[src/rtl/conv_bwd_sched.sv]
// Backward-convolution sequencer: per channel, streams one input/weight tile pair to the datapath and captures its results.
// Define CONV_BWD_SCHED_TIMEOUT_EN to abort a job when the datapath never signals completion.
module conv_bwd_sched #(
  parameter int SIZE    = 16,
  parameter int ADDR_W  = 12,
  parameter int RES_CNT = 36
`ifdef CONV_BWD_SCHED_TIMEOUT_EN
  , parameter int TIMEOUT = 4095
`endif
) (
  input  logic               clk,
  input  logic               rst_n,
  input  logic               start,
  input  logic [ADDR_W-1:0]  in_base,
  input  logic [ADDR_W-1:0]  w_base,
  input  logic [3:0]         num_ch,
  output logic               busy,
  output logic               done,
  output logic               err_timeout,
  output logic               rd_en,
  output logic [ADDR_W-1:0]  in_addr,
  output logic [ADDR_W-1:0]  w_addr,
  output logic               conv_en,
  input  logic               conv_sig,
  input  logic signed [15:0] conv_result,
  output logic               res_valid,
  output logic signed [15:0] res_data,
  output logic [3:0]         res_ch
);
  localparam int BEATS   = SIZE * SIZE;
  localparam int BEAT_W  = $clog2(BEATS);
  localparam int DRAIN_W = $clog2(RES_CNT + 1);
  localparam logic [BEAT_W-1:0]  LAST_BEAT = BEAT_W'(BEATS - 1);
  localparam logic [DRAIN_W-1:0] LAST_RES  = DRAIN_W'(RES_CNT - 1);
  localparam logic [ADDR_W-1:0]  CH_STRIDE = ADDR_W'(BEATS);

  typedef enum logic [2:0] {S_IDLE, S_FETCH, S_FLUSH, S_WAIT, S_DRAIN, S_NEXT} state_t;

  state_t              state_q, state_d;
  logic [ADDR_W-1:0]   in_base_q, in_base_d, w_base_q, w_base_d;
  logic [3:0]          num_q, num_d, ch_q, ch_d;
  logic [BEAT_W-1:0]   beat_q, beat_d;
  logic [DRAIN_W-1:0]  drain_q, drain_d;
  logic                busy_q, busy_d, done_q, done_d, rd_en_q, rd_en_d, conv_en_q;
  logic [ADDR_W-1:0]   in_addr_q, in_addr_d, w_addr_q, w_addr_d;
  logic                res_valid_q, res_valid_d;
  logic signed [15:0]  res_data_q, res_data_d;
  logic [3:0]          res_ch_q, res_ch_d;
`ifdef CONV_BWD_SCHED_TIMEOUT_EN
  localparam logic [11:0] WAIT_LAST = 12'(TIMEOUT - 1);
  logic [11:0]         wait_q, wait_d;
  logic                err_q, err_d;
`endif

  // Channel c of a tile set starts c*SIZE*SIZE words past the base; the sum wraps at 2^ADDR_W.
  function automatic logic [ADDR_W-1:0] ch_base(input logic [ADDR_W-1:0] base, input logic [3:0] ch);
    return base + ADDR_W'(ch) * CH_STRIDE;
  endfunction

  always_comb begin
    // NOTE: every _d gets a default before the case (hold for state, 0 for pulses) so no branch can infer a latch.
    state_d     = state_q;
    in_base_d   = in_base_q;
    w_base_d    = w_base_q;
    num_d       = num_q;
    ch_d        = ch_q;
    beat_d      = beat_q;
    drain_d     = drain_q;
    done_d      = 1'b0;
    rd_en_d     = 1'b0;
    in_addr_d   = in_addr_q;
    w_addr_d    = w_addr_q;
    res_valid_d = 1'b0;
    res_data_d  = res_data_q;
    res_ch_d    = res_ch_q;
`ifdef CONV_BWD_SCHED_TIMEOUT_EN
    wait_d      = wait_q;
    err_d       = err_q;
`endif
    unique case (state_q)
      S_IDLE: begin
        if (start) begin
          state_d   = S_FETCH;
          in_base_d = in_base;
          w_base_d  = w_base;
          num_d     = (num_ch == 4'd0) ? 4'd1 : num_ch;
          ch_d      = 4'd0;
          beat_d    = '0;
          rd_en_d   = 1'b1;
          in_addr_d = in_base;
          w_addr_d  = w_base;
`ifdef CONV_BWD_SCHED_TIMEOUT_EN
          err_d     = 1'b0;
`endif
        end
      end
      S_FETCH: begin
        if (beat_q == LAST_BEAT) begin
          state_d = S_FLUSH;
        end else begin
          beat_d    = beat_q + BEAT_W'(1);
          rd_en_d   = 1'b1;
          in_addr_d = in_addr_q + ADDR_W'(1);
          w_addr_d  = w_addr_q + ADDR_W'(1);
        end
      end
      S_FLUSH: begin
        state_d = S_WAIT;
`ifdef CONV_BWD_SCHED_TIMEOUT_EN
        wait_d  = '0;
`endif
      end
      S_WAIT: begin
        if (conv_sig) begin
          state_d = S_DRAIN;
          drain_d = '0;
        end
`ifdef CONV_BWD_SCHED_TIMEOUT_EN
        else if (wait_q == WAIT_LAST) begin
          // Abort the whole job: any remaining channels are abandoned.
          state_d = S_IDLE;
          done_d  = 1'b1;
          err_d   = 1'b1;
        end else begin
          wait_d = wait_q + 12'd1;
        end
`endif
      end
      S_DRAIN: begin
        res_valid_d = 1'b1;
        res_data_d  = conv_result;
        res_ch_d    = ch_q;
        if (drain_q == LAST_RES) state_d = S_NEXT;
        else                     drain_d = drain_q + DRAIN_W'(1);
      end
      S_NEXT: begin
        if (ch_q + 4'd1 == num_q) begin
          state_d = S_IDLE;
          done_d  = 1'b1;
        end else begin
          state_d   = S_FETCH;
          ch_d      = ch_q + 4'd1;
          beat_d    = '0;
          rd_en_d   = 1'b1;
          in_addr_d = ch_base(in_base_q, ch_q + 4'd1);
          w_addr_d  = ch_base(w_base_q, ch_q + 4'd1);
        end
      end
      default: state_d = S_IDLE;
    endcase
    busy_d = (state_d != S_IDLE);
  end

  // NOTE: sequential state uses non-blocking assignments only, so every flop samples pre-edge values.
  always_ff @(posedge clk or negedge rst_n) begin
    if (!rst_n) begin
      state_q     <= S_IDLE;
      in_base_q   <= '0;
      w_base_q    <= '0;
      num_q       <= '0;
      ch_q        <= '0;
      beat_q      <= '0;
      drain_q     <= '0;
      busy_q      <= 1'b0;
      done_q      <= 1'b0;
      rd_en_q     <= 1'b0;
      conv_en_q   <= 1'b0;
      in_addr_q   <= '0;
      w_addr_q    <= '0;
      res_valid_q <= 1'b0;
      res_data_q  <= '0;
      res_ch_q    <= '0;
    end else begin
      state_q     <= state_d;
      in_base_q   <= in_base_d;
      w_base_q    <= w_base_d;
      num_q       <= num_d;
      ch_q        <= ch_d;
      beat_q      <= beat_d;
      drain_q     <= drain_d;
      busy_q      <= busy_d;
      done_q      <= done_d;
      rd_en_q     <= rd_en_d;
      conv_en_q   <= rd_en_q;   // buffer data arrives one cycle after the read strobe
      in_addr_q   <= in_addr_d;
      w_addr_q    <= w_addr_d;
      res_valid_q <= res_valid_d;
      res_data_q  <= res_data_d;
      res_ch_q    <= res_ch_d;
    end
  end

`ifdef CONV_BWD_SCHED_TIMEOUT_EN
  always_ff @(posedge clk or negedge rst_n) begin
    if (!rst_n) begin
      wait_q <= '0;
      err_q  <= 1'b0;
    end else begin
      wait_q <= wait_d;
      err_q  <= err_d;
    end
  end
  assign err_timeout = err_q;
`else
  assign err_timeout = 1'b0;
`endif

  assign busy      = busy_q;
  assign done      = done_q;
  assign rd_en     = rd_en_q;
  assign in_addr   = in_addr_q;
  assign w_addr    = w_addr_q;
  assign conv_en   = conv_en_q;
  assign res_valid = res_valid_q;
  assign res_data  = res_data_q;
  assign res_ch    = res_ch_q;

endmodule
[config.mk]
export PLATFORM = sky130hd
export DESIGN_NAME = conv_bwd_sched
export DESIGN_NICKNAME = d
export VERILOG_FILES = /design/src/rtl/conv_bwd_sched.sv
export SDC_FILE = /design/constraint.sdc
export NUM_CORES = 1
export LEC_CHECK = 0
export CAP_MARGIN = 20
export CORE_ASPECT_RATIO = 1.2
export CORE_MARGIN = 2
export CORE_UTILIZATION = 40
export DETAILED_ROUTE_END_ITERATION = 10
export PLACE_DENSITY = 0.72
export SLEW_MARGIN = 20
export SYNTH_ARGS = -nofsm -noshare
export SYNTH_HDL_FRONTEND = slang
export SYNTH_SLANG_ARGS = --single-unit
[constraint.sdc]
create_clock -name clk -period 2.5 [get_ports clk]
set_input_delay 0.5 -clock clk [delete_from_list [all_inputs] [get_ports clk]]
set_output_delay 0.5 -clock clk [all_outputs]
set_load 0.02 [all_outputs]
# Yosys cells after proc, flatten, opt, wreduce, memory -nomap -nowiden
# Index checks and enable logic that the tools add are counted.
# W data, S select, Z words.
[word_totals]
in_bits = 48
reg_bits = 98
word_cells = 78
output_inout_bits = 50
[classes]
reduce_logical = 10
n_mux = 32
n_eq_ne = 13
n_addsub = 7
[op_table]
columns = ["cell", "n"]
rows = [
  ["$mux W12", 6],
  ["$pmux W12 S3", 2],
  ["$add A12 B1 Y12 const B", 2],
  ["$add A12 B12 Y12", 2],
  ["$mux W8", 3],
  ["$pmux W8 S3", 1],
  ["$pmux W3 S6", 1],
  ["$mux W3", 4],
  ["$mux W4", 3],
  ["$mux W6", 2],
  ["$pmux W6 S2", 1],
  ["$ne A2 B2 Y1 const B", 5],
  ["$add A8 B1 Y8 const B", 1],
  ["$eq A8 B8 Y1 const B", 1],
  ["$pmux W4 S2", 1],
  ["$mux W1", 7],
  ["$add A6 B1 Y6 const B", 1],
  ["$eq A3 B2 Y1 const B", 2],
  ["$eq A3 B3 Y1 const B", 2],
  ["$eq A6 B6 Y1 const B", 1],
  ["$reduce_and A3 Y1", 2],
  ["$reduce_bool A3 Y1", 2],
  ["$add A4 B1 Y4 const B", 1],
  ["$eq A4 B4 Y1", 1],
  ["other kinds (7)", 8],
]

# Longest topological paths before layout
# Gate-level depths: netlist of the first run.
[depth]
word_depth = 5
mapped_depth = 9
ltp_nobuf = 9

# Least setup slack after synthesis of the first run
# OpenSTA, ideal clock, no wires.
[synth_timing]
path_kind = "reg2reg"
startpoint = "reg ch_q[0]"
endpoint = "reg in_addr_q[5], in the netlist in_addr[5]"
slack_ns = 0.473
setup_ns = 0.121
path_stages_with_launch = 9
required_time_ns = 2.379
t_arrival_ns = 1.906
period_less_slack_ns = 2.027
path_cell_list = "dfrtp_1 > ha_1 > xor2_1 > nor4_2 > a21oi_2 > nor2_8 > inv_4 > buf_6 > a22o_1"
[synth_via]
elab_chain_cells = 4
[synth_rtl]
columns = ["element", "line", "source"]
rows = [
  ["from (decl)", "41", "logic [3:0] num_q, num_d, ch_q, ch_d;"],
  ["from (signal assigned)", "178", "ch_q <= ch_d;"],
  ["$add A4 B1 Y4", "137", "if (ch_q + 4'd1 == num_q) begin"],
  ["$eq A4 B4 Y1", "137", ""],
  ["$ne A2 B2 Y1 (no line)", "--", ""],
  ["$reduce_and A4 Y1 (no line)", "--", ""],
  ["to (signal assigned)", "185", "in_addr_q <= in_addr_d;"],
  ["to (decl)", "45", "logic [ADDR_W-1:0] in_addr_q, in_addr_d, w_addr_q, w_addr_d;"],
]
# Every way passes these cells.
# A chain may end at the register's enable or synchronous reset.

# Worst setup path in the final report of the first run
[layout_timing]
startpoint = "reg ch_q[1]"
endpoint = "reg state_q[0]"
[layout_via]
elab_chain_cells = 4
[layout_rtl]
columns = ["element", "line", "source"]
rows = [
  ["$add A4 B1 Y4", "137", ""],
  ["$eq A4 B4 Y1", "137", ""],
  ["$mux W1", "137", ""],
  ["$pmux W3 S6", "80", "unique case (state_q)"],
  ["named net state_d[0]", "39", "state_t state_q, state_d;"],
  ["to (signal assigned)", "174", "state_q <= state_d;"],
  ["to (decl)", "39", ""],
]
# The timed path passes the listed nets, and every way through them passes these cells.

==> results of run 1 <==
==> routing by layer <==
layer	up-vias	track usage, %	wire [um]
met4	0	7.105	240
met3	23	4.592	845
met5	-	0	0
met2	141	32.00	6044
li1	1892	-	-
met1	1961	22.74	5144
==> worst max-delay path, cell delays in order (launching register included) <==
cell	delay, ns
dfrtp_1	0.41
ha_1	0.36
xor2_1	0.18
nor4_2	0.29
a21oi_2	0.16
nor2_8	0.19
inv_4	0.12
buf_4	0.19
a221o_1	0.26
==> metrics by stage <==
step	cell area [um^2]	setup slack (ns)
final	6589	0.2215
after global routing	6589	0.07603
after CTS	6589	0.2001
after global placement	6296	0.1438
after floorplan	5082	0.4734
after detailed placement	6296	0.05995
==> cell type report <==
type	count	area (um^2)
Tap cell	164	205.2
Clock inverter	1	8.758
Timing Repair Buffer	118	1139
Inverter	15	58.81
Multi-Input combinational cell	330	2451
Sequential cell	98	2452
Fill cell	1139	5967
Clock buffer	14	274.0
==> worst max path at each step <==
stage          startpoint    endpoint  slack [ns]  depth (start not counted)
2_1_floorplan     ch_q[0]  in_addr[5]        0.47                          8
3_3_place_gp        start   w_addr[2]        0.14                          7
3_5_place_dp        start  in_addr[7]        0.06                          7
4_1_cts           ch_q[1]  state_q[0]        0.20                          8
5_1_grt           ch_q[1]  state_q[0]        0.08                          8
6_report          ch_q[1]  state_q[0]        0.22                          8
==> state kept, by name (all words and copies together) (netlist names) <==
| register | count |
|---|---|
| w_base_q | 12 |
| res_ch | 4 |
| conv_en | 1 |
| res_data | 16 |
| beat_q | 8 |
| ch_q | 4 |
| w_addr | 12 |
| rd_en | 1 |
| in_addr | 12 |
| done | 1 |
| busy | 1 |
| in_base_q | 12 |
| res_valid | 1 |
| state_q | 3 |
| num_q | 4 |
| drain_q | 6 |
==> synthesized netlist by cell type, types with 5 or more instances <==
cell type	count	area, um^2
dfrtp_1	98	2452
a22o_1	5	43.79
o21ai_0	37	185.2
clkbuf_1	12	45.04
nand3_1	22	110.1
a21oi_1	17	85.08
o311ai_0	7	61.31
and3_1	6	37.54
buf_2	9	45.04
nor3_1	6	30.03
nand2_1	43	161.4
xor2_1	11	96.34
inv_1	14	52.55
xnor2_1	11	96.34
nand4_1	8	50.05
mux2_2	53	596.8
nand2b_1	5	31.28
ha_1	11	137.6
nor2_1	25	93.84
==> cells by family (layout without fill, tap and decap cells) <==
kind of cell | count (synthesis) | count (layout) | synth area share [%]
and+or+nand+nor | 137 | 137 | 14.23
buffers and inverters | 40 | 148 | 3.520
DFF | 98 | 98 | 48.25
muxes | 57 | 57 | 12.53
xor gates and xnor gates | 25 | 25 | 5.145
other | 1 | 1 | 0.07378
adders and majority gates | 13 | 13 | 3.496
AOI/OAI and AO/OA | 97 | 97 | 12.75
==> power by group <==
group	switching (mW)	internal, mW
registers	0.567	2.11
logic	1.27	1.41
clock network	0.590	0.754
==> timing repair <==
action                     in CTS  in global routing
buffers inserted                0                  0
setup endpoints to repair       0                  0
hold endpoints to repair        4                  0
hold buffers                    1                  0
resized for setup               0                  0
==> summary.md, run 1 <==
| Metric | Value |
|---|---|
| Status | `complete, no violations` |
| Clock net sink count | `98` |
| Final Instance Count excl. Fillers | `between 700 and 800` |
| PwrDens | `a little over 1000 nW/um^2` |
| Clk_lat worst skew | `0.35 ns` |
| Vias/cell | `between 5 and 6` |
| Fin crit share | `between 90% and 100%` |
| Root Driver | `clkbuf_16` |
| Clock Pin Slew Worst Setup and Hold Paths | `0.06 ns` |
| Min Tclk post-route | `between 2 and 2.5 ns` |
| Hold Fails Final Rpt | `0` |
| Synth Warn # | `0` |
| CTS max path bufs | `2` |
| TritonCTS Buffers | `9` |
| Worst reg2reg path depth | `8` |
| Worst-margin pin slew | `0.7870 ns` |
| Unrepaired setup endpoints after global routing | `false` |
| Tot GR Track Use | `18.70%` |
| CTS tree | `yes` |
| Drt total wl | `12280 um` |
| Asr flop ratio synth | `100.0%` |
| H-tree Lvls | `3` |
| Cells after synthesis | `468` |
| Total gr overflow | `0` |
| Part of the Yosys area used for sequential elements | `48.25%` |
| Site row count | `45` |
| FF-to-FF End | `state_q[0]` |
| Flops & latches, synth | `98` |
| Layout area overhead | `29.64%` |
| RD Place Congestion | `0.8095` |
| DR pass1 iterations | `4` |
| Post-synth top flop | `dfrtp_1` |
| Hold Startpoint | `rd_en` |
| Core area | `12560 um^2` |
| Startpoint types | `flip-flop` |
| Reg2reg start | `ch_q[1]` |
| Die extent in x | `106.9 um` |
| Post-route setup TNS | `0 ns` |
| Cells after DPL | `724` |
| Clock skew | `0.008381 ns` |
| Max-Slew Margin vs Limit | `47.43%` |
| Worst Hold Path EP | `conv_en` |
| Max Slew Vio Count | `0` |
| Diode count | `0` |
| Crit Path Class | `flip-flop to flip-flop` |
| Hold slack final | `just under 0.4 ns` |
| Post-DP HPWL | `8745 um` |
| Mapped cell area | `5082 um^2` |
| DRC Markers | `0` |
| Crit end category | `flip-flop` |
| Share of post-route cells with drive strength above 1 | `17.01%` |
| Total chip power | `6.696 mW` |
| Leakage | `2.754 nW` |
| CP max FO | `12` |
| Count of final setup violators | `0` |
| Die height | `roughly 130 um` |
| Max Cap Viol | `0` |
| Most frequent cells in the layout | `dfrtp_1 (98), clkdlybuf4s50_1 (95), mux2_2 (53), nand2_1 (43), o21ai_0 (37)` |
| Port bufs | `96` |
| DR iter-0 viols | `between 200 and 250` |
| Hold Crit Depth | `0` |
| Initial antenna violation count | `0` |
| Final ANT Viol Nets | `0` |
| Post-synth EDFFs | `0` |
| Wire length per cell | `about 17 um` |
| CP Data Required Time | `2.73 ns` |
| Data arrival, critical path | `2.51 ns` |
| Synth cell types | `59` |
| Avg Cell Area, Syn | `10.86 um^2` |
| Largest net degree at the start of global routing | `59` |
| Max IR drop VDD | `0.7091 mV` |
| Final nets | `~630` |
| Worst Hold Class | `flip-flop to flip-flop` |
| Initial Util | `40.48%` |
| Vias in the first global route | `4065` |
| DR vias | `4017` |
| Mapped Nets | `529` |
| Die area | `around 14000 um^2` |
| Flop2flop setup slack | `0.22 ns` |
| Core Util, Final | `52.48%` |
| Most common cell after layout, fill and taps aside | `dfrtp_1` |
| IO Pins | `98` |
| Global-route wire length before repair | `20040 um` |
| Max Clock Freq | `0.4389 GHz` |
Power figures use the tool's default switching activity.
==> run 2, diff against run 1 <==
ABC_AREA = 1   (was unset)
CTS_BUF_LIST = sky130_fd_sc_hd__clkbuf_8   (was unset)
==> run 2 against run 1 <==
Net effect:
- power down 17%
- wire length up 6.3%
- register-to-register slack better by 0.21 ns
- hold slack worse by 0.34 ns
- sequential power down 11%
- clock power down 20%
- via count up 15%
- worst setup slack better by 0.21 ns
- area after synthesis up 4.4%
- synthesized cell count up 41%
- critical path depth unchanged
- count of clock-buffer cells in the layout down 5
- largest power group is now registers
==> summary.md, run 2 <==
| Metric | Value |
|---|---|
| Status | `complete, no violations` |
| H-tree Lvls | `3 (unchanged)` |
| Share of post-route cells with drive strength above 1 | `10.91% (-6.1 points)` |
| Crit Path Class | `flip-flop to flip-flop` |
| Min Tclk post-route | `2.070 ns (-0.2087 ns)` |
| CP Data Required Time | `2.78 ns (+0.05 ns)` |
| Largest net degree at the start of global routing | `52 (-12%)` |
| TritonCTS Buffers | `9 (unchanged)` |
| Max-Slew Margin vs Limit | `66.51% (+19 points)` |
| Mapped Nets | `722 (+36%)` |
| Hold Fails Final Rpt | `0 (unchanged)` |
| Layout area overhead | `24.68%` |
| Flops & latches, synth | `98 (unchanged)` |
| Synth cell types | `43 (-27%)` |
| DR vias | `4639 (+15%)` |
| Leakage | `3.144 nW (+14%)` |
| Max reg flops | `16 (unchanged)` |
| Post-synth EDFFs | `0 (unchanged)` |
| Top post-synthesis cells by count | `nand2_1 (225), dfrtp_1 (98), inv_1 (58)` |
| Mux cell area share after synthesis | `1.486% (-11 points)` |
| Wire length per cell | `14.04 um (-15%)` |
| CTS max path bufs | `2 (unchanged)` |
| Most frequent cells in the layout | `nand2_1 (225), dfrtp_1 (98), clkdlybuf4s50_1 (95), inv_1 (58), nand3_1 (56)` |
| Data arrival, critical path | `2.35 ns (-0.16 ns)` |
| Clock net sink count | `98 (unchanged)` |
| Mapped cell area | `5304 um^2 (+4.4%)` |
| Initial Util | `40.60% (+0.12 points)` |
| Post-CTS setup buffers | `0 (unchanged)` |
| Asr flop ratio synth | `100.0% (unchanged)` |
| Most common cell after layout, fill and taps aside | `nand2_1` |
| CP max FO | `8 (-4)` |
| CTS resizes | `0 (unchanged)` |
| Synth top area share | `46.24% (-2.0 points)` |
| Port bufs | `96 (unchanged)` |
| Count leader, synth | `nand2_1` |
| Site row count | `46 (+2.2%)` |
| Core area | `13070 um^2 (+4.1%)` |
| Initial antenna violation count | `0 (unchanged)` |
| Synth Area in XOR/XNOR | `1.321% (-3.8 points)` |
| Post-DP HPWL | `9305 um (+6.4%)` |
| Clock skew | `0.01291 ns (+0.004530 ns)` |
| DR pass1 iterations | `5 (+1)` |
| Drt total wl | `13050 um (+6.3%)` |
| Max Slew Vio Count | `0 (unchanged)` |
| Hold-fix buffers at CTS | `0 (-1)` |
| Simple-Gate Fraction of Synth Area | `28.80% (+15 points)` |
| Global routing usage on met3 | `4.096% (-0.50 points)` |
| Grt peak-use layer | `met2` |
| Cells after synthesis | `661 (+41%)` |
| GRT met2 Usage | `33.72% (+1.7 points)` |
| Max IR drop VDD | `0.5187 mV (-27%)` |
| Global-route wire length before repair | `21480 um (+7.2%)` |
| Max Clock Freq | `0.4831 GHz (+10%)` |
| Part of the Yosys area used for sequential elements | `46.24% (-2.0 points)` |
| Diode count | `0 (unchanged)` |
| Synth Area in Adders | `3.350% (-0.15 points)` |
| Die extent in x | `109.1 um (+2.1%)` |
| CTS tree | `yes` |
| PwrDens | `842.7 nW/um^2 (-17%)` |
| Count of final setup violators | `0 (unchanged)` |
| Clock Pin Slew Worst Setup and Hold Paths | `0.10 ns (+0.04 ns)` |
| GR Layer Usage met1 | `24.29% (+1.6 points)` |
| Post-route setup TNS | `0 ns (unchanged)` |
| Fin crit share | `82.79% (-8.3 points)` |
| Startpoint types | `flip-flop` |
| Compound-Gate Fraction of Synth Area | `10.83% (-1.9 points)` |
| Synth area leaders | `dfrtp_1 (46%), nand2_1 (16%), nand3_1 (5.3%), inv_1 (4.1%), o21ai_0 (3.1%)` |
| Avg Cell Area, Syn | `8.024 um^2 (-26%)` |
| Crit end category | `flip-flop` |
| Worst-margin pin slew | `0.5024 ns (-0.2846 ns)` |
| Max Cap Viol | `0 (unchanged)` |
| Die area | `14200 um^2 (+4.2%)` |
| DR iter-0 viols | `222 (+3.7%)` |
| Vias/cell | `4.994 (-8.0%)` |
| Worst Hold Class | `input pin to asynchronous set/reset pin` |
| Hold slack final | `0.04700 ns (-0.3391 ns)` |
| Yosys top cell by area | `dfrtp_1` |
| Largest family of logic cells by synthesized area | `simple AND/OR/NAND/NOR gates` |
| Total chip power | `5.572 mW (-17%)` |
| Post-synth top flop | `dfrtp_1` |
| Synth Warn # | `0 (unchanged)` |
| RD Place Congestion | `0.8005 (-1.1%)` |
| Unrepaired setup endpoints after global routing | `false` |
| Final nets | `817 (+29%)` |
| IO Pins | `98 (unchanged)` |
| Vias in the first global route | `4394 (+8.1%)` |
| Final ANT Viol Nets | `0 (unchanged)` |
| Root Driver | `clkbuf_8` |
| DRC Markers | `0 (unchanged)` |
| Clk_lat worst skew | `0.39 ns (+0.04 ns)` |
| Tot GR Track Use | `19.67% (+0.98 points)` |
| Die height | `130.1 um (+2.1%)` |
| Total gr overflow | `0 (unchanged)` |
[run 2: cell count changes in the layout (fill, tap and decap cells not counted), sizes merged, moves of 6 or more]
cell	previous run	this run
and3	6	0
buf	22	12
inv	15	68
mux2	53	7
nand2	43	235
nand3	22	59
nor2	26	42
nor3	7	1
o21ai	37	50
o311ai	7	0
xnor2	11	3
xor2	11	5
[run 2: cells by family after synthesis]
family	Yosys count
xor gates and xnor gates	8
muxes	7
and+or+nand+nor	353
DFF	98
buffers and inverters	91
other	1
adders and majority gates	13
AOI/OAI and AO/OA	90
[run 2: critical path, stage by stage, from the launching register on]
cell and delay [ns]:
dfrtp_1 0.48, ha_1 0.41, inv_1 0.12, fa_1 0.42
xnor2_1 0.14, a22oi_1 0.19, nand2_1 0.07, nand2_1 0.08
o21ai_2 0.05
[run 2: final cells by class]
cell class | count | area [um^2]
clock buffer | 9 | 123.9
clock inverter | 7 | 77.57
fill | 1250 | 6452
inverter | 68 | 262.8
multi-input combinational | 472 | 2432
sequential | 98 | 2452
tap | 168 | 210.2
timing repair buffer | 107 | 1054
[run 2: path summary, 6_finish.rpt]
| path | endpoint | slack (ns) | cells past startpoint | startpoint |
|---|---|---|---|---|
| setup / recovery | w_addr[10] | 0.43 | 8 | ch_q[0] |
| hold / removal | conv_en | 0.05 | 1 | rst_n |
| setup reg to reg | w_addr[10] | 0.43 | 8 | ch_q[0] |
| hold reg to reg | conv_en | 0.40 | 0 | rd_en |
| max in group asynchronous | w_base_q[8] | 1.80 | 2 | rst_n |
| min in group clk | conv_en | 0.40 | 0 | rd_en |
[run 2: where the power goes]
group / switching [mW] / internal, mW / total, mW
Sequential: 0.408 / 1.98 / 2.38
Combinational: 1.16 / 0.963 / 2.12
Clock: 0.596 / 0.469 / 1.07
[run 2: layer usage]
metal | vias to the layer above | part of all wire (%)
met5 | - | 0
met4 | 0 | 2.1
met3 | 21 | 5.0
met2 | 128 | 49
met1 | 2172 | 44
li1 | 2318 | -
[run 2: metrics by stage]
step | area, um^2 | setup slack, ns | util (%) | std cells
6_report | 6613 | 0.4302 | 50.61 | 929
5_1_grt | 6613 | 0.2532 | 50.61 | 929
4_1_cts | 6613 | 0.4242 | 50.61 | 929
3_5_place_dp | 6411 | 0.4367 | 49.07 | 913
3_3_place_gp | 6411 | 0.4982 | 49.07 | 913
2_1_floorplan | 5304 | 0.6607 | - | 661
==> run 3, diff against run 2 <==
clock period = 2 ns   (was 2.5 ns; I/O delays follow)
==> run 3 against run 2 <==
Net effect:
- global-route usage decreased by 0.24 points
- combinational power increased by 27%
- critical path depth decreased by 7
- final area increased by 1.7%
- critical path type is now flip-flop to output port
- critical endpoint is now w_addr[9]
- highest routed layer unchanged
==> summary.md, run 3 (same netlist as run 2, synthesis figures left out) <==
| Metric | Value |
|---|---|
| Status | `complete, no violations` |
| CP max FO | `5 (-3)` |
| Clock Pin Slew Worst Setup and Hold Paths | `0.09 ns (about the same)` |
| Most common cell after layout, fill and taps aside | `nand2_1` |
| Max Cap Viol | `0 (unchanged)` |
| Min Tclk post-route | `1.896 ns` |
| Most frequent cells in the layout | `nand2_1 (225), dfrtp_1 (98), clkdlybuf4s50_1 (95), inv_1 (58), nand3_1 (56)` |
| Root Driver | `clkbuf_8` |
| Die extent in x | `109.1 um (unchanged)` |
| Diode count | `0 (unchanged)` |
| Site row count | `46 (unchanged)` |
| Clock skew | `0.009999 ns (-0.002912 ns)` |
| IO Pins | `98 (unchanged)` |
| Die height | `130.1 um (unchanged)` |
| DR iter-0 viols | `238 (+7.2%)` |
| Crit end category | `output port` |
| CP max-delay cell | `clkdlybuf4s50_1` |
| Final nets | `829 (+1.5%)` |
| Post-route setup TNS | `0 ns (unchanged)` |
| Tot GR Track Use | `19.43% (-0.24 points)` |
| Vias in the first global route | `4349 (-1.0%)` |
| DP Worst Slack | `0.06808 ns (-0.3686 ns)` |
| Crit path largest cell delay | `0.65 ns (+0.17 ns)` |
| Final Instance Count excl. Fillers | `940 (+1.2%)` |
| Max Slew Vio Count | `0 (unchanged)` |
| Global-route wire length before repair | `21400 um (-0.39%)` |
| Max Clock Freq | `about 0.53 GHz` |
| RD Place Congestion | `0.8304 (+3.7%)` |
| Layout area overhead | `26.85%` |
| CP Data Required Time | `1.60 ns (-1.18 ns)` |
| Count of final setup violators | `0 (unchanged)` |
| Fin crit share | `between 90% and 100%` |
| Final setup margin | `0.1036 ns (-0.3266 ns)` |
| Worst Hold Class | `flip-flop to flip-flop` |
| Unrepaired setup endpoints after global routing | `false` |
| Share of post-route cells with drive strength above 1 | `12.31% (+1.4 points)` |
| Crit Path Class | `flip-flop to output port` |
| Cells after DPL | `923 (+1.1%)` |
| Largest net degree at the start of global routing | `52 (unchanged)` |
| Core area | `13070 um^2 (unchanged)` |
| Delay-heaviest family, CP | `buffers and inverters` |
| Initial Util | `40.60% (unchanged)` |
| TritonCTS Buffers | `9 (unchanged)` |
| Clk_lat worst skew | `0.36 ns (-0.03 ns)` |
| CTS tree | `yes` |
| Clock net sink count | `98 (unchanged)` |
| DRC Markers | `0 (unchanged)` |
| Post-DP HPWL | `9465 um (+1.7%)` |
| Startpoint types | `flip-flop` |
| Port bufs | `96 (unchanged)` |
| Core Util, Final | `51.49% (+0.88 points)` |
| Initial antenna violation count | `0 (unchanged)` |
| Data arrival, critical path | `1.50 ns (-0.85 ns)` |
| Worst path cell trace | `clkdlybuf4s50_1` |
| Buf/Inv on CP | `1 (unchanged)` |
| DR pass1 iterations | `4 (-1)` |
| Total gr overflow | `0 (unchanged)` |
| Max IR drop VDD | `0.6240 mV (+20%)` |
| Final ANT Viol Nets | `0 (unchanged)` |
| Drt total wl | `13030 um (-0.15%)` |
| Max reg flops | `16 (unchanged)` |
| PwrDens | `1035 nW/um^2 (+23%)` |
| DR vias | `4590 (-1.1%)` |
| Wire length per cell | `13.86 um (-1.3%)` |
| Vias/cell | `4.883 (-2.2%)` |
| Hold Fails Final Rpt | `0 (unchanged)` |
| CTS max path bufs | `2 (unchanged)` |
| Hold slack final | `0.3938 ns (+0.3468 ns)` |
| Leakage | `3.197 nW (+1.7%)` |
| H-tree Lvls | `3 (unchanged)` |
| Die area | `14200 um^2 (unchanged)` |
==> run 3: final cells by class <==
cell class	count	area [um^2]
fillers	1234	6337
clock buffers	10	137.6
flip-flops and latches	98	2452
multi-input cells	472	2447
clock inverters	5	56.30
well taps	168	210.2
inverters	68	265.3
repair buffers	119	1159
==> run 3: worst paths after layout <==
check / from / end / slack [ns] / depth (start not counted)
worst max-delay path: w_addr[9] / w_addr[9] / 0.10 / 1
worst min-delay path: rd_en / conv_en / 0.39 / 0
worst max register to register: ch_q[0] / w_addr[10] / 0.13 / 10
worst min register to register: rd_en / conv_en / 0.39 / 0
max in group asynchronous: rst_n / beat_q[2] / 0.94 / 3
min in group asynchronous: rst_n / w_addr[2] / 0.48 / 2
==> run 3: metal layers <==
metal / share of wire, % / GRT usage [%]
met4: 2.0 / 6.486
met3: 5.7 / 3.796
met1: 44 / 25.25
met5: 0 / 0
met2: 49 / 32.44
==> run 3: worst register-to-register path: cells and delay by family, from the launching register on <==
family                   cells  cell delay [ns]
adder cells (fa/ha/maj)      2             0.54
flip-flops                   1             0.42
buffers and inverters        3             0.30
AO/OA/AOI/OAI                2             0.21
AND/OR/NAND/NOR              2             0.15
XOR/XNOR                     1             0.14
==> run 3: metrics by stage <==
| step | total power, mW | instance area [um^2] |
|---|---|---|
| floorplan | 4.635 | 5304 |
| global route | 7.479 | 6728 |
| global placement | 5.644 | 6499 |
| CTS | 7.021 | 6703 |
| finish | 6.963 | 6728 |
| detailed placement | 5.699 | 6499 |
==> run 3: power by group <==
group | total (mW) | switching (mW) | leakage (nW) | internal [mW]
clock network | 1.29 | 0.687 | 0.0918 | 0.602
logic | 2.70 | 1.47 | 1.96 | 1.23
registers | 2.98 | 0.505 | 1.15 | 2.47
==> run 3: what timing repair did <==
item,CTS,global route
endpoints found under the hold margin,21,0
hold buffers,1,0
gates resized for setup,0,5
endpoints found under the setup margin,0,23
buffers inserted,0,1
